$ cat src/rtl/ssd_bcd_driver.sv
// ssd_bcd_driver: multi-digit seven-segment display driver.
// Accepts a signed/unsigned integer over valid/ready. An iterative double-dabble
// engine converts it to BCD. The result is formatted with sign, overflow dashes
// and optional leading-zero blanking, then time-multiplexed onto one segment bus.
// Build option: define SSD_LZB_EN for leading-zero blanking with a floating sign.
module ssd_bcd_driver #(
    parameter int NUM_DIGITS = 4,
    parameter int IN_WIDTH   = 16,
    parameter int DIV_BITS   = 17
) (
    input  logic                  clk,
    input  logic                  reset_n,
    input  logic                  in_valid,
    output logic                  in_ready,
    input  logic [IN_WIDTH-1:0]   in_data,
    input  logic                  in_signed,
    output logic [6:0]            seg_a,
    output logic [NUM_DIGITS-1:0] dig_sel
);

    localparam int BCD_W = 4 * NUM_DIGITS;
    localparam int CNT_W = $clog2(IN_WIDTH);
    localparam int IDX_W = $clog2(NUM_DIGITS);

    localparam logic [6:0] SEG_BLANK = 7'h00;
    localparam logic [6:0] SEG_DASH  = 7'h40;

    function automatic logic [63:0] pow10(input int n);
        logic [63:0] r;
        r = 64'd1;
        for (int k = 0; k < n; k++) begin
            r = r * 64'd10;
        end
        return r;
    endfunction

    localparam logic [63:0] MAX_VAL  = pow10(NUM_DIGITS) - 64'd1;
    localparam logic [63:0] NMAX_VAL = pow10(NUM_DIGITS - 1) - 64'd1;

    function automatic logic [6:0] seg_of(input logic [3:0] nib);
        logic [6:0] s;
        case (nib)
            4'd0:    s = 7'h3f;
            4'd1:    s = 7'h06;
            4'd2:    s = 7'h5b;
            4'd3:    s = 7'h4f;
            4'd4:    s = 7'h66;
            4'd5:    s = 7'h6d;
            4'd6:    s = 7'h7d;
            4'd7:    s = 7'h07;
            4'd8:    s = 7'h7f;
            4'd9:    s = 7'h6f;
            default: s = SEG_BLANK;
        endcase
        return s;
    endfunction

    typedef enum logic [1:0] {
        S_IDLE,
        S_CONV,
        S_COMMIT
    } state_t;

    state_t                           state_q, state_d;
    logic [IN_WIDTH-1:0]              mag_q, mag_d;
    logic                             neg_q, neg_d;
    logic                             ovf_q, ovf_d;
    logic [BCD_W-1:0]                 bcd_q, bcd_d;
    logic [CNT_W-1:0]                 cnt_q, cnt_d;
    logic [NUM_DIGITS-1:0][6:0]       disp_q, disp_d;
    logic [DIV_BITS-1:0]              div_q, div_d;
    logic [IDX_W-1:0]                 idx_q, idx_d;

    logic                             cap_neg;
    logic [IN_WIDTH-1:0]              cap_mag;
    logic [BCD_W-1:0]                 bcd_adj;
    logic [NUM_DIGITS-1:0][6:0]       fmt;

    // State and datapath registers; reset aborts any conversion in flight.
    always_ff @(posedge clk or negedge reset_n) begin
        if (!reset_n) begin
            state_q <= S_IDLE;
            mag_q   <= '0;
            neg_q   <= 1'b0;
            ovf_q   <= 1'b0;
            bcd_q   <= '0;
            cnt_q   <= '0;
            disp_q  <= '0;
            div_q   <= '0;
            idx_q   <= '0;
        end else begin
            state_q <= state_d;
            mag_q   <= mag_d;
            neg_q   <= neg_d;
            ovf_q   <= ovf_d;
            bcd_q   <= bcd_d;
            cnt_q   <= cnt_d;
            disp_q  <= disp_d;
            div_q   <= div_d;
            idx_q   <= idx_d;
        end
    end

    // Input capture: magnitude, sign flag and range check on the accepted value.
    always_comb begin
        cap_neg = in_signed && in_data[IN_WIDTH-1];
        cap_mag = cap_neg ? -in_data : in_data;
    end

    // Double-dabble add-3 correction on every BCD nibble before the shift.
    always_comb begin
        bcd_adj = bcd_q;
        for (int unsigned i = 0; i < NUM_DIGITS; i++) begin
            if (bcd_q[4*i +: 4] >= 4'd5) begin
                bcd_adj[4*i +: 4] = bcd_q[4*i +: 4] + 4'd3;
            end
        end
    end

    // Display formatting from the finished BCD: numerals, sign, blanking, overflow.
    always_comb begin
        int unsigned msd;
        msd = 0;
        fmt = '0;
        for (int unsigned i = 0; i < NUM_DIGITS; i++) begin
            if (bcd_q[4*i +: 4] != 4'd0) begin
                msd = i;
            end
        end
        for (int unsigned i = 0; i < NUM_DIGITS; i++) begin
`ifdef SSD_LZB_EN
            if (i > msd) begin
                fmt[i] = SEG_BLANK;
            end else begin
                fmt[i] = seg_of(bcd_q[4*i +: 4]);
            end
            if (neg_q && (i == msd + 1)) begin
                fmt[i] = SEG_DASH;
            end
`else
            fmt[i] = seg_of(bcd_q[4*i +: 4]);
            if (neg_q && (i == NUM_DIGITS - 1)) begin
                fmt[i] = SEG_DASH;
            end
`endif
            if (ovf_q) begin
                fmt[i] = SEG_DASH;
            end
        end
    end

    // Conversion FSM: IDLE accepts, CONV shifts IN_WIDTH bits, COMMIT loads display.
    always_comb begin
        state_d = state_q;
        mag_d   = mag_q;
        neg_d   = neg_q;
        ovf_d   = ovf_q;
        bcd_d   = bcd_q;
        cnt_d   = cnt_q;
        disp_d  = disp_q;
        case (state_q)
            S_IDLE: begin
                if (in_valid) begin
                    mag_d   = cap_mag;
                    neg_d   = cap_neg;
                    ovf_d   = cap_neg ? (64'(cap_mag) > NMAX_VAL)
                                      : (64'(cap_mag) > MAX_VAL);
                    bcd_d   = '0;
                    cnt_d   = '0;
                    state_d = S_CONV;
                end
            end
            S_CONV: begin
                bcd_d = (bcd_adj << 1) | {{(BCD_W-1){1'b0}}, mag_q[IN_WIDTH-1]};
                mag_d = mag_q << 1;
                cnt_d = cnt_q + CNT_W'(1);
                if (cnt_q == CNT_W'(IN_WIDTH - 1)) begin
                    state_d = S_COMMIT;
                end
            end
            S_COMMIT: begin
                disp_d  = fmt;
                state_d = S_IDLE;
            end
            default: begin
                state_d = S_IDLE;
            end
        endcase
    end

    // Free-running refresh divider; digit index advances when it wraps.
    always_comb begin
        div_d = div_q + DIV_BITS'(1);
        idx_d = idx_q;
        if (div_q == '1) begin
            if (idx_q == IDX_W'(NUM_DIGITS - 1)) begin
                idx_d = '0;
            end else begin
                idx_d = idx_q + IDX_W'(1);
            end
        end
    end

    // Outputs decoded purely from registers.
    always_comb begin
        in_ready       = (state_q == S_IDLE);
        dig_sel        = '0;
        dig_sel[idx_q] = 1'b1;
        seg_a          = disp_q[idx_q];
    end

endmodule

$ cat config.mk
export PLATFORM = sky130hd
export DESIGN_NAME = ssd_bcd_driver
export DESIGN_NICKNAME = d
export VERILOG_FILES = /design/src/rtl/ssd_bcd_driver.sv
export SDC_FILE = /design/constraint.sdc
export NUM_CORES = 1
export LEC_CHECK = 0
export BUFFER_PORTS_ARGS = -buffer_cell sky130_fd_sc_hd__buf_2
export CELL_PAD_IN_SITES_DETAIL_PLACEMENT = 0
export CELL_PAD_IN_SITES_GLOBAL_PLACEMENT = 1
export CORE_ASPECT_RATIO = 1.2
export CORE_MARGIN = 5
export CORE_UTILIZATION = 44
export CTS_BUF_LIST = sky130_fd_sc_hd__clkbuf_8
export CTS_CLUSTER_DIAMETER = 150
export DETAILED_ROUTE_END_ITERATION = 8
export HOLD_SLACK_MARGIN = 0.03
export PLACE_DENSITY_LB_ADDON = 0.05
export SYNTH_ARGS = -nofsm -noshare
export SYNTH_HDL_FRONTEND = slang
export SYNTH_SLANG_ARGS = --single-unit
$ cat constraint.sdc
create_clock -name clk -period 1.7 [get_ports clk]
set_clock_uncertainty 0.2 [all_clocks]
set_input_delay 0.17 -clock clk [delete_from_list [all_inputs] [get_ports clk]]
set_output_delay 0.17 -clock clk [all_outputs]
set_load 0.005 [all_outputs]
=== Word-level counts from Yosys, hierarchy flattened ===
Memory sizes are Yosys's and may differ from the RTL's.
Cells that the tools add are included.

* Bits in registers: 87
* Bits in read-only memories: 448
* Input bits: 20
* Word-level logic and storage cells: 72
* Memories kept: 4
* Output and inout port bits: 12

{| class="wikitable"
|+ Memories
! name !! words !! width !! read ports !! clocked after Yosys merged registers in !! write ports !! line !! text
|-
| (name not given) || 16 || 7 || 1 || 0 || 0 || 42 || <nowiki>case (nib)</nowiki>
|-
| (name not given) || 16 || 7 || 1 || 0 || 0 || 42 ||
|-
| (name not given) || 16 || 7 || 1 || 0 || 0 || 42 ||
|-
| (name not given) || 16 || 7 || 1 || 0 || 0 || 42 ||
|}

* $add $sub $neg: 8
* Reductions and logical operators: 7
* Multiplexer cells: 25
* Eq/ne operators: 7
* Bitwise gates (word level): 1
* Order comparisons: 8

{| class="wikitable"
|+ Operators with widths
! operator !! number
|-
| $pmux W16 S2 || 2
|-
| $mux W16 || 3
|-
| $mux W7 || 6
|-
| $add A17 B1 Y17 const B || 1
|-
| $eq A17 B17 Y1 const B || 1
|-
| $ge A4 B3 Y1 const B || 4
|-
| $gt A16 B10 Y1 const B || 1
|-
| $gt A16 B14 Y1 const B || 1
|-
| $mux W4 || 4
|-
| $neg A16 Y16 || 1
|-
| $or A16 B1 Y16 || 1
|-
| $bmux W7 S2 || 1
|-
| $add A4 B2 Y4 const B || 3
|-
| $pmux W4 S2 || 1
|-
| $mux W2 || 3
|-
| $reduce_and A2 Y1 || 3
|-
| $add A4 B1 Y4 const B || 1
|-
| $eq A2 B2 Y1 const B || 2
|-
| $eq A4 B4 Y1 const B || 1
|-
| $ne A2 B2 Y1 const B || 2
|-
| $pmux W2 S2 || 1
|-
| $add A3 B2 Y3 const B || 1
|-
| $lt A2 B3 Y1 const B || 1
|-
| $mux W3 || 1
|-
| 8 further kinds || 10
|}

=== Depth between registers and ports, before layout ===
Gate-level depths: netlist of the first run.

* Word-level depth: 4
* Mapped depth: 8
* Mapped depth without buffers: 8

=== Worst setup path before layout of the first run ===
OpenSTA, ideal clock, no wires.

* Path kind: input -> register
* Start: input in_data[4]
* End: register ovf_q
* Arrival: 1.505 ns
* Library setup time: 0.088 ns
* Buffers on the path: 1
* Stages: 7
* Data required time: 1.412 ns
* Path slack: -0.093 ns
* Cell sequence: nor4_4 > and2_2 > buf_2 > xor2_1 > nor4_1 > o2111ai_1 > a41oi_1

* Cells in the longest elaborated chain, start to end: 4
* Elaborated cells on any way between the ends: 5
* Classes of those cells: add/sub: 1; order compare: 2; mux: 2

{| class="wikitable"
|+ Ends and longest elaborated chain
! element !! line !! text
|-
| from (decl) || 15 || <nowiki>input logic [IN_WIDTH-1:0] in_data,</nowiki>
|-
| $neg A16 Y16 || 107 || <nowiki>cap_mag = cap_neg ? -in_data : in_data;</nowiki>
|-
| $mux W16 (*) || 107 ||
|-
| $gt A16 B14 Y1 / $gt A16 B10 Y1 (equally long branches) || 167, 166 ||
|-
| $mux W1 (*) || 166 || <nowiki>ovf_d = cap_neg ? (64'(cap_mag) > NMAX_VAL)</nowiki>
|-
| to (signal assigned) || 95 || <nowiki>ovf_q <= ovf_d;</nowiki>
|-
| to (decl) || 67 || <nowiki>logic ovf_q, ovf_d;</nowiki>
|}

Every way passes the cells marked *; elsewhere a longest branch is shown, timed or not.
A chain may end at the register's enable or synchronous reset.

=== Worst setup path after layout of the first run ===
* Start: register idx_q[0]
* End: output seg_a[0]

* Cells in the longest elaborated chain, start to end: 2

{| class="wikitable"
|+ Ends and longest elaborated chain
! element !! line !! text
|-
| from (decl) || 72 || <nowiki>logic [IDX_W-1:0] idx_q, idx_d;</nowiki>
|-
| from (signal assigned) || 100 || <nowiki>idx_q <= idx_d;</nowiki>
|-
| $bmux W7 S2 || 209 || <nowiki>seg_a = disp_q[idx_q];</nowiki>
|-
| $mux W7 (not written as such) || 209 ||
|-
| to (decl) || 17 || <nowiki>output logic [6:0] seg_a,</nowiki>
|}

No other way between the ends. The select of a mux whose other input is x is not followed.

==> results of run 1 <==
-- registers in the layout (all words and copies together), names as in the netlist --
name     cells
disp_q      28
mag_q       16
cnt_q        4
state_q      2
ovf_q        1
div_q       17
idx_q        2
bcd_q       16
neg_q        1
-- repair_timing --
action                     CTS  global route
hold buffers                 5             0
hold endpoints to repair    92             0
setup endpoints to repair   13            36
resized for setup           11            41
pin swaps                    0             6
buffers inserted             3             4
-- worst min-delay path: stages --
cell	delay [ps]
sky130_fd_sc_hd__buf_2	120
sky130_fd_sc_hd__buf_4	130
sky130_fd_sc_hd__xnor2_1	110
sky130_fd_sc_hd__o21ai_0	60
-- power breakdown --
| group | internal (mW) | total (mW) | switching, mW |
|---|---|---|---|
| sequential | 2.59 | 3.05 | 0.459 |
| clock | 0.833 | 1.59 | 0.758 |
| combinational | 1.77 | 3.71 | 1.94 |
| total | 5.20 | 8.35 | 3.15 |
-- area by class of cell --
| type | instances | area, sq um |
|---|---|---|
| fillers | 1021 | 4610 |
| multi-input cells | 391 | 2800 |
| flip-flops and latches | 87 | 2180 |
| repair buffers | 130 | 990 |
| well taps | 154 | 193 |
| clock buffers | 9 | 124 |
| inverters | 24 | 97.6 |
| clock inverters | 7 | 96.3 |
-- layer usage --
| metal | global-route usage [%] | vias to the layer above |
|---|---|---|
| li1 | - | 2092 |
| met1 | 23.1 | 1997 |
| met2 | 32.4 | 58 |
| met3 | 3.20 | 6 |
| met4 | 5.19 | 0 |
| met5 | 0 | - |
-- worst min path at each step --
| stage | startpoint | endpoint | depth (start not counted) | slack [ps] |
|---|---|---|---|---|
| detailed placement | reset_n | bcd_q[10]$_DFFE_PN0P_ | 1 | -70 |
| CTS | in_data[2] | mag_q[2]$_DFFE_PN0P_ | 4 | 50 |
| global placement | reset_n | bcd_q[10]$_DFFE_PN0P_ | 1 | -70 |
| floorplan | reset_n | bcd_q[0]$_DFFE_PN0P_ | 0 | -330 |
| finish | in_data[2] | mag_q[2]$_DFFE_PN0P_ | 4 | 70 |
| global route | in_data[2] | mag_q[2]$_DFFE_PN0P_ | 4 | 90 |
-- kinds of logic after synthesis --
| family | after synthesis | synth area share (%) |
|---|---|---|
| muxes | 12 | 4.23 |
| buffers and inverters | 51 | 3.88 |
| AOI/OAI and AO/OA | 152 | 18.1 |
| and+or+nand+nor | 159 | 15.6 |
| adders and majority gates | 36 | 9.02 |
| DFF | 87 | 43.6 |
| xor gates and xnor gates | 32 | 5.61 |
-- per-stage QoR --
stage                     instance area, sq um  setup WS, ps  TNS, ps  total power, mW  util [%]
after floorplan                           5020         -4.71    -4.71             5.19         -
after CTS                                 6300          -228    -2080             8.25      56.8
after detailed placement                  5970          -228     -577             6.59      53.8
final                                     6480          -206    -1820             8.35      58.5
after global placement                    5970          -233     -515             6.49      53.8
after global routing                      6480          -287    -2710             9.06      58.5
-- Yosys cell counts, types with 2 or more instances --
| library cell | instances |
|---|---|
| sky130_fd_sc_hd__a211o_1 | 2 |
| sky130_fd_sc_hd__a211oi_1 | 3 |
| sky130_fd_sc_hd__a21o_1 | 5 |
| sky130_fd_sc_hd__a21oi_1 | 34 |
| sky130_fd_sc_hd__a22o_1 | 6 |
| sky130_fd_sc_hd__a22oi_1 | 13 |
| sky130_fd_sc_hd__a31oi_1 | 4 |
| sky130_fd_sc_hd__a41oi_1 | 2 |
| sky130_fd_sc_hd__and2_1 | 5 |
| sky130_fd_sc_hd__and3_1 | 6 |
| sky130_fd_sc_hd__and4_1 | 2 |
| sky130_fd_sc_hd__buf_2 | 2 |
| sky130_fd_sc_hd__clkbuf_1 | 25 |
| sky130_fd_sc_hd__dfrtp_1 | 87 |
| sky130_fd_sc_hd__ha_1 | 36 |
| sky130_fd_sc_hd__inv_1 | 24 |
| sky130_fd_sc_hd__mux2_2 | 3 |
| sky130_fd_sc_hd__mux2i_1 | 2 |
| sky130_fd_sc_hd__mux4_2 | 7 |
| sky130_fd_sc_hd__nand2_1 | 53 |
| sky130_fd_sc_hd__nand2b_1 | 7 |
| sky130_fd_sc_hd__nand3_1 | 22 |
| sky130_fd_sc_hd__nand4_1 | 5 |
| sky130_fd_sc_hd__nor2_1 | 32 |
| sky130_fd_sc_hd__nor2b_1 | 7 |
| sky130_fd_sc_hd__nor3_1 | 12 |
| sky130_fd_sc_hd__nor4_1 | 2 |
| sky130_fd_sc_hd__o21ai_0 | 70 |
| sky130_fd_sc_hd__o22ai_1 | 2 |
| sky130_fd_sc_hd__o31ai_1 | 3 |
| sky130_fd_sc_hd__xnor2_1 | 25 |
| sky130_fd_sc_hd__xor2_1 | 7 |
==> impl_metrics.toml, run 1 <==
[status]
status = "complete, but fails checks"
violations = "setup timing"

[pwr]
p_leak_nw = 2.92
power_per_cell_area_nw_per_um2 = 1290
irDropWorstVdd_mv = 0.568

[timing]
setup_ws_ps = -206
count_of_endpoints_failing_hold_in_the_final_timing_report = 0
final.hold.worst_slack_ps = 71.6
finalWorstPathRequiredPeriod_ps = 1910
timing.fmax_mhz = 525
setup_repair_after_global_routing_missed_its_margin = "true"
timing_worst_slew_pin_value_ps = 421
finalSetupViolations = 11
fin_crit_sh_pct = 112
slew-limit-headroom_pct = 71.9
drv_slew = 0

[placed_design]
port_buffers = 31
placer_s_final_routability_congestion_estimate = 0.833
post-place-cells = 775
hpwl_um = 9000

[floorplanning]
design.die.area_sq_um = 13600
die_w_um = 107
std_cell_rows = 42
start_util_pct = 45.1
dieHeight_um = 127
pin_count = 32
core_region_area_sq_um = 11100

[final_layout]
layout-drive-gt1-share_pct = 29.5
final_cell_count_without_fillers = 802
area_growth_pct = 29.8
fin_nets = 699
layout_common_cells = "90 x sky130_fd_sc_hd__buf_4, 86 x sky130_fd_sc_hd__dfrtp_1, 67 x sky130_fd_sc_hd__o21ai_0, 53 x sky130_fd_sc_hd__nand2_1"
layout.cells.most_common = "sky130_fd_sc_hd__buf_4"
antenna_cells = 0

[worst_setup_path]
critPathKind = "flip-flop to primary output"
element_type_at_the_critical_path_end = "primary output"
cpPeakStageDelay_ps = 500
timing.critical_path.slowest_stage_cell = "sky130_fd_sc_hd__mux4_2"
r2r-start = "bcd_q[0]$_DFFE_PN0P_"
worstPathMaxFanout = 8
crit_path_end = "seg_a[0]"
critical_path.top_delay_family = "multiplexers"
ff2ff_path_depth = 6
r2r_setup_slack_ps = 80
critical_path_buf_inv_count = 2
critical_path.startpoint = "idx_q[0]$_DFFE_PN0N_"
worstPathCellList = "buf_12 > mux4_2 > buf_2"
crit_cells = 3
kind_of_launch_point_of_the_worst_setup_path = "flip-flop"
cp.required_ps = 1330
timing.rr.end = "disp_q[3]$_DFFE_PN0N_"
worst_ep_arrival_time_ps = 1540

[detailed_routing]
routed-wl-met2_um = 6130
vias_per_cell = 5.18
wl_per_cell_um = 14.8
met3_wl_post_dr_um = 331
number_of_remaining_drc_errors = 0
top_layer_used = "met4"
drt_first_pass_iters = 4
drt_iter0_markers = 149
route.final.wire_length_um = 11900
m1WireLength_um = 5300
drt.antenna.violating_nets = 0
vias = 4153

[synth]
combined_area_of_all_synthesized_cells_sq_um = 5000
ys_top_cells_by_area = "sky130_fd_sc_hd__dfrtp_1 44%, sky130_fd_sc_hd__ha_1 9.0%, sky130_fd_sc_hd__o21ai_0 7.0%, sky130_fd_sc_hd__xnor2_1 4.4%, sky130_fd_sc_hd__nand2_1 4.0%"
syn-instance-count = 529
post_synth.cell_area_avg_sq_um = 9.44
synth_largest_type_area_fraction_pct = 43.6
synth.largest_area_cell = "sky130_fd_sc_hd__dfrtp_1"
synth-edff-count = 0
synthesis.nets = 585
synth_ff_type = "sky130_fd_sc_hd__dfrtp_1"
synth_register_bits = 87
count_of_synthesis_stage_warnings_from_yosys = 0
synth.lib_cells_used.distinct = 46
synth_seq_area_share_pct = 43.6
synthArstFlopShare_pct = 100

[clock_tree]
tritoncts = "done"
source_to_sink_clock_delay_at_the_later_pin_of_the_worst_skew_pair_ps = 350
cts-htree-levels = 3
clock_tree_root = "sky130_fd_sc_hd__clkbuf_8"
worst_setup_hold_path_clk_slew_ps = 90
maximum_clock_path_buffer_count = 2
number_of_clock_buffers_inserted_by_tritoncts = 9
tritoncts_num_sinks = 87

[global_route]
number_of_antenna_violations_at_the_first_check_in_global_routing = 0
grt_pass1_wl_um = 20200
grt-ovfl-total = 0
grt_max_degree = 33
grt_usage_pct = 18.4
via_count_of_the_first_global_routing_pass = 4278

[min_path]
min-delay-path-class = "input pin to flip-flop"

[flow_run]
drv.max_cap_violation_count = 0
(Power assumes the default switching activity.)
==> run 2: changes to the inputs <==
--- a/config.mk
+++ b/config.mk
@@ -5,15 +5,15 @@
 export SDC_FILE = /design/constraint.sdc
 export NUM_CORES = 1
 export LEC_CHECK = 0
-export BUFFER_PORTS_ARGS = -buffer_cell sky130_fd_sc_hd__buf_2
 export CELL_PAD_IN_SITES_DETAIL_PLACEMENT = 0
 export CELL_PAD_IN_SITES_GLOBAL_PLACEMENT = 1
 export CORE_ASPECT_RATIO = 1.2
 export CORE_MARGIN = 5
-export CORE_UTILIZATION = 44
+export CORE_UTILIZATION = 47
 export CTS_BUF_LIST = sky130_fd_sc_hd__clkbuf_8
 export CTS_CLUSTER_DIAMETER = 150
 export DETAILED_ROUTE_END_ITERATION = 8
+export DONT_BUFFER_PORTS = 1
 export HOLD_SLACK_MARGIN = 0.03
 export PLACE_DENSITY_LB_ADDON = 0.05
 export SYNTH_ARGS = -nofsm -noshare
==> constraint.sdc (replaced) <==
create_clock -name clk -period 1.7 [get_ports clk]
set_clock_uncertainty 0.2 [all_clocks]
set_input_delay 0.17 -clock clk [delete_from_list [all_inputs] [get_ports clk]]
set_output_delay 0.17 -clock clk [all_outputs]
set_load 0.02 [all_outputs]
==> run 2 against run 1 <==
The flow finishes with violations (hold timing, setup timing). Sequential power barely moved. Fmax rose by 4.1%. Clock power barely moved. Final cell count fell by 7.9%. Combinational power fell by 1%. Final area fell by 3.6%. Non-clock buffer count fell by 38. Register-to-register slack got worse by 30 ps.
==> impl_metrics.toml, run 2 (synthesized netlist as in run 1, its figures left out) <==
[status]
status = "complete, but fails checks"
violations = "hold timing, setup timing"

[clock_tree]
maximum_clock_path_buffer_count = 2
clock_tree_root = "sky130_fd_sc_hd__clkbuf_8"
cts-hold-fix-buffers = 19
worst_setup_hold_path_clk_slew_ps = 90
tritoncts = "done"
cts-htree-levels = 3
source_to_sink_clock_delay_at_the_later_pin_of_the_worst_skew_pair_ps = 360
number_of_clock_buffers_inserted_by_tritoncts = 9
tritoncts_num_sinks = 87

[placed_design]
port_buffers = 0
hpwl_um = 8110
placement.setup.worst_slack_ps = -66.9
post-place-cells = 692
placer_s_final_routability_congestion_estimate = 0.814

[timing]
fin_crit_sh_pct = 108
drv_slew = 0
timing_worst_slew_pin_value_ps = 395
finalWorstPathRequiredPeriod_ps = 1830
final.hold.worst_slack_ps = -702
finalSetupViolations = 11
slew-limit-headroom_pct = 73.6
setup_ws_ps = -131
setup_repair_after_global_routing_missed_its_margin = "true"
timing.fmax_mhz = 546
count_of_endpoints_failing_hold_in_the_final_timing_report = 87

[worst_setup_path]
worst_ep_arrival_time_ps = 1460
cp.required_ps = 1330
r2r_setup_slack_ps = 50
r2r-start = "bcd_q[4]$_DFFE_PN0P_"
worstPathMaxFanout = 8
timing.rr.end = "disp_q[10]$_DFFE_PN0N_"
critPathKind = "flip-flop to primary output"
kind_of_launch_point_of_the_worst_setup_path = "flip-flop"
ff2ff_path_depth = 5
element_type_at_the_critical_path_end = "primary output"

[final_layout]
final_cell_count_without_fillers = 739
area_growth_pct = 25.1
largest_register_ff_count = 28
antenna_cells = 0
layout.cells.most_common = "sky130_fd_sc_hd__dfrtp_1"
fin_nets = 661
layout_common_cells = "86 x sky130_fd_sc_hd__dfrtp_1, 67 x sky130_fd_sc_hd__buf_4, 65 x sky130_fd_sc_hd__o21ai_0, 53 x sky130_fd_sc_hd__nand2_1, 31 x sky130_fd_sc_hd__a21oi_1"
largest_registers = "disp_q: 28 flops, div_q: 17 flops"
regMostFlops = "disp_q"
final_core_util_pct = 59.7
layout-drive-gt1-share_pct = 22.5

[pwr]
p_sw_mw = 3.10
power_mw = 8.33
power_frac_comb_pct = 44.1
netSwitchingFraction_pct = 37.2
power.internal_mw = 5.23
seqPwrFrac_pct = 36.6
irDropWorstVdd_mv = 0.773
clock_power_share_pct = 19.3
power_per_cell_area_nw_per_um2 = 1330
p_leak_nw = 2.76

[global_route]
grt-ovfl-total = 0
via_count_of_the_first_global_routing_pass = 4078
number_of_antenna_violations_at_the_first_check_in_global_routing = 0
grt_pass1_wl_um = 19400
grt_max_degree = 88
grt_usage_pct = 18.5

[detailed_routing]
number_of_remaining_drc_errors = 0
vias_per_cell = 5.45
route.final.wire_length_um = 11500
vias = 4031
drt_first_pass_iters = 4
wl_per_cell_um = 15.6
drt_iter0_markers = 145
drt.antenna.violating_nets = 0

[min_path]
min-delay-path-class = "input pin to async pin"

[floorplanning]
std_cell_rows = 41
design.die.area_sq_um = 12800
dieHeight_um = 123
start_util_pct = 47.7
die_w_um = 104
pin_count = 32
core_region_area_sq_um = 10500

[flow_run]
drv.max_cap_violation_count = 0
run 2: cell count changes in the layout (fill, tap and decap cells not counted), moves of 4 or more:
cell,previous run,this run
sky130_fd_sc_hd__buf_4,90,67
sky130_fd_sc_hd__dlygate4sd3_1,5,19
sky130_fd_sc_hd__a21oi_2,8,4
sky130_fd_sc_hd__a21oi_1,27,31
sky130_fd_sc_hd__buf_2,27,0
run 2: worst max path at each step:
| stage | start | endpoint | slack, ps | depth (start not counted) |
|---|---|---|---|---|
| after floorplan | state_q[1]$_DFFE_PN0P_ | mag_q[1]$_DFFE_PN0P_ | -40 | 6 |
| after global placement | in_data[2] | ovf_q$_DFFE_PN0P_ | -70 | 7 |
| after detailed placement | in_signed | ovf_q$_DFFE_PN0P_ | -70 | 6 |
| after CTS | idx_q[0]$_DFFE_PN0N_ | seg_a[0] | -170 | 2 |
| after global routing | idx_q[0]$_DFFE_PN0N_ | seg_a[0] | -210 | 2 |
| final | idx_q[0]$_DFFE_PN0N_ | seg_a[6] | -130 | 2 |
run 2: per-layer routing:
metal	part of all wire, %	wire [um]	vias up	GRT usage, %
met5	0	0	-	0
met4	2.1	236	0	6.64
met3	3.7	426	21	4.28
met1	45	5170	1929	23.5
met2	49	5660	62	31.3
li1	-	-	2019	-
run 2: power by group through the flow:
stage	Clock [mW]	Sequential (mW)	Combinational, mW
floorplan	0	2.97	2.26
global placement	0	3.05	3.31
detailed placement	0	3.07	3.39
CTS	1.67	3.03	3.45
global route	1.78	3.13	4.17
finish	1.61	3.05	3.67
run 2: layout make-up:
type	count	area, sq um
Fill cell	952	4210
Multi-Input combinational cell	391	2780
Sequential cell	87	2180
Timing Repair Buffer	92	810
Tap cell	129	161
Clock buffer	10	138
Inverter	24	97.6
Clock inverter	6	85.1
run 2: stage by stage:
step           cell area [sq um]  TNS [ps]
2_1_floorplan               5020     -38.0
3_3_place_gp                5560     -65.4
3_5_place_dp                5560     -83.7
4_1_cts                     6020     -1240
5_1_grt                     6250     -2030
6_report                    6250     -1150
run 2: what timing repair did:
item | in CTS | in global routing
gates resized for setup | 12 | 36
cloned | 0 | 2
setup endpoints to repair | 13 | 36
pin swaps | 0 | 4
endpoints found under the hold margin | 107 | 87
buffers inserted | 1 | 9
run 2: worst max-delay path, cell delays in order, from the launching register on:
cell and delay (ps):
sky130_fd_sc_hd__dfrtp_1 380, sky130_fd_sc_hd__buf_12 140, sky130_fd_sc_hd__mux4_2 580
==> run 3: changes to the inputs <==
--- a/config.mk
+++ b/config.mk
@@ -8,7 +8,7 @@
 export CELL_PAD_IN_SITES_DETAIL_PLACEMENT = 0
 export CELL_PAD_IN_SITES_GLOBAL_PLACEMENT = 1
 export CORE_ASPECT_RATIO = 1.2
-export CORE_MARGIN = 5
+export CORE_MARGIN = 2
 export CORE_UTILIZATION = 47
 export CTS_BUF_LIST = sky130_fd_sc_hd__clkbuf_8
 export CTS_CLUSTER_DIAMETER = 150
==> run 3 against run 2 <==
Sequential cell count stayed put. The flow still finishes with violations (hold timing, setup timing). Sequential power hardly changed. Clock power is 11% lower. Wire length is 1.2% lower. Global-route usage is 1.6 points higher. Critical path depth stayed put. Via count is 0.27% higher.
==> impl_metrics.toml, run 3 (synthesized netlist as in run 1, its figures left out) <==
[placed_design]
placer_s_final_routability_congestion_estimate = 0.795
post-place-cells = 698
port_buffers = 0
hpwl_um = 7880

[detailed_routing]
drt_first_pass_iters = 4
top_layer_used = "met4"
m1WireLength_um = 5210
route.final.wire_length_um = 11400
vias_per_cell = 5.45
routed-wl-met2_um = 5650
vias = 4042
drt.antenna.violating_nets = 0
drt_iter0_markers = 145
wl_per_cell_um = 15.3
number_of_remaining_drc_errors = 0
met3_wl_post_dr_um = 348

[final_layout]
layout.cells.most_common = "sky130_fd_sc_hd__dfrtp_1"
area_growth_pct = 25.4
antenna_cells = 0
fin_nets = 664
fill_cells = 935
largest_register_ff_count = 28
largest_registers = "disp_q: 28 flops, div_q: 17 flops"
final_cell_count_without_fillers = 742
regMostFlops = "disp_q"
layout_common_cells = "85 x sky130_fd_sc_hd__dfrtp_1, 71 x sky130_fd_sc_hd__buf_4, 67 x sky130_fd_sc_hd__o21ai_0, 53 x sky130_fd_sc_hd__nand2_1, 30 x sky130_fd_sc_hd__a21oi_1"
layout-drive-gt1-share_pct = 24.3

[timing]
slew-limit-headroom_pct = 71.6
finalSetupViolations = 11
setup_ws_ps = -132
fin_crit_sh_pct = 108
finalWorstPathRequiredPeriod_ps = 1830
count_of_endpoints_failing_hold_in_the_final_timing_report = 87
timing_worst_slew_pin_value_ps = 425
timing.fmax_mhz = 546
final.hold.worst_slack_ps = -695
setup_repair_after_global_routing_missed_its_margin = "true"
drv_slew = 0

[worst_setup_path]
critical_path_buf_inv_count = 1
worstPathCellList = "buf_12 > mux4_2"
element_type_at_the_critical_path_end = "primary output"
worst_ep_arrival_time_ps = 1460
r2r-start = "bcd_q[4]$_DFFE_PN0P_"
timing.rr.end = "disp_q[13]$_DFFE_PN0N_"
timing.critical_path.slowest_stage_cell = "sky130_fd_sc_hd__mux4_2"
ff2ff_path_depth = 8
kind_of_launch_point_of_the_worst_setup_path = "flip-flop"
cp.required_ps = 1330
worstPathMaxFanout = 8
critical_path.top_delay_family = "multiplexers"
cpPeakStageDelay_ps = 590
critPathKind = "flip-flop to primary output"
r2r_setup_slack_ps = 70

[flow_run]
drv.max_cap_violation_count = 0

[pwr]
power.internal_mw = 5.10
power_mw = 8.26
power_frac_comb_pct = 45.7
p_leak_nw = 2.76
netSwitchingFraction_pct = 38.3
seqPwrFrac_pct = 36.8
clock_power_share_pct = 17.5
power_per_cell_area_nw_per_um2 = 1320
p_sw_mw = 3.16
irDropWorstVdd_mv = 0.641

[floorplanning]
die_w_um = 98.1
core_region_area_sq_um = 10400
pin_count = 32
dieHeight_um = 117
design.die.area_sq_um = 11500
start_util_pct = 48.0
std_cell_rows = 41

[global_route]
grt-ovfl-total = 0
number_of_antenna_violations_at_the_first_check_in_global_routing = 0
grt_usage_pct = 20.1
via_count_of_the_first_global_routing_pass = 3873
grt_pass1_wl_um = 18600
grt_max_degree = 88

[clock_tree]
source_to_sink_clock_delay_at_the_later_pin_of_the_worst_skew_pair_ps = 360
cts-htree-levels = 3
number_of_clock_buffers_inserted_by_tritoncts = 9
clock_tree_root = "sky130_fd_sc_hd__clkbuf_8"
worst_setup_hold_path_clk_slew_ps = 80
tritoncts_num_sinks = 87
tritoncts = "done"
maximum_clock_path_buffer_count = 2
cts-hold-fix-buffers = 18

[min_path]
min-delay-path-class = "input pin to async pin"

[status]
violations = "hold timing, setup timing"
status = "complete, but fails checks"
[run 3: final cells by class]
cell class	count	area (sq um)	share of cell area, %
Clock buffer	9	124	1.98
Multi-Input combinational cell	391	2800	44.7
Tap cell	129	161	2.58
Timing Repair Buffer	95	831	13.3
Clock inverter	7	72.6	1.16
Inverter	24	97.6	1.56
Sequential cell	87	2180	34.8
[run 3: worst max path at each step]
| stage | from | end | cells after the start |
|---|---|---|---|
| 2_1_floorplan | state_q[1]$_DFFE_PN0P_ | mag_q[1]$_DFFE_PN0P_ | 6 |
| 3_3_place_gp | in_data[2] | ovf_q$_DFFE_PN0P_ | 7 |
| 3_5_place_dp | in_data[2] | ovf_q$_DFFE_PN0P_ | 7 |
| 4_1_cts | idx_q[0]$_DFFE_PN0N_ | seg_a[4] | 2 |
| 5_1_grt | idx_q[0]$_DFFE_PN0N_ | seg_a[4] | 2 |
| 6_report | idx_q[0]$_DFFE_PN0N_ | seg_a[4] | 2 |
[run 3: power groups by stage]
| stage | clock network [mW] | registers, mW | logic [mW] |
|---|---|---|---|
| after CTS | 1.49 | 3.02 | 3.50 |
| after global placement | 0 | 3.04 | 3.36 |
| after detailed placement | 0 | 3.05 | 3.41 |
| after global routing | 1.59 | 3.12 | 4.27 |
| final | 1.44 | 3.04 | 3.78 |
| after floorplan | 0 | 2.97 | 2.26 |
[run 3: repair_timing]
| action | 4_1_cts | 5_1_grt |
|---|---|---|
| setup buffers | 1 | 8 |
| hold endpoints to repair | 107 | 87 |
| cloned | 0 | 2 |
| resized for setup | 12 | 42 |
| setup endpoints to repair | 13 | 34 |
| pin swaps | 0 | 8 |
[run 3: stage by stage]
stage / hold slack [ps] / utilization, % / instance area [sq um] / TNS (ps) / setup slack, ps
after CTS: -725 / 57.9 / 6030 / -1180 / -164
final: -695 / 60.2 / 6270 / -1140 / -132
after floorplan: -326 / - / 5020 / -38.0 / -38.0
after global placement: -323 / 53.8 / 5600 / -76.2 / -76.2
after global routing: -731 / 60.2 / 6270 / -1850 / -195
after detailed placement: -323 / 53.8 / 5600 / -154 / -106
[run 3: metal layers]
metal	up-vias	GRT usage, %
met5	-	0
li1	2021	-
met3	11	3.56
met4	0	6.48
met1	1940	26.8
met2	70	33.7
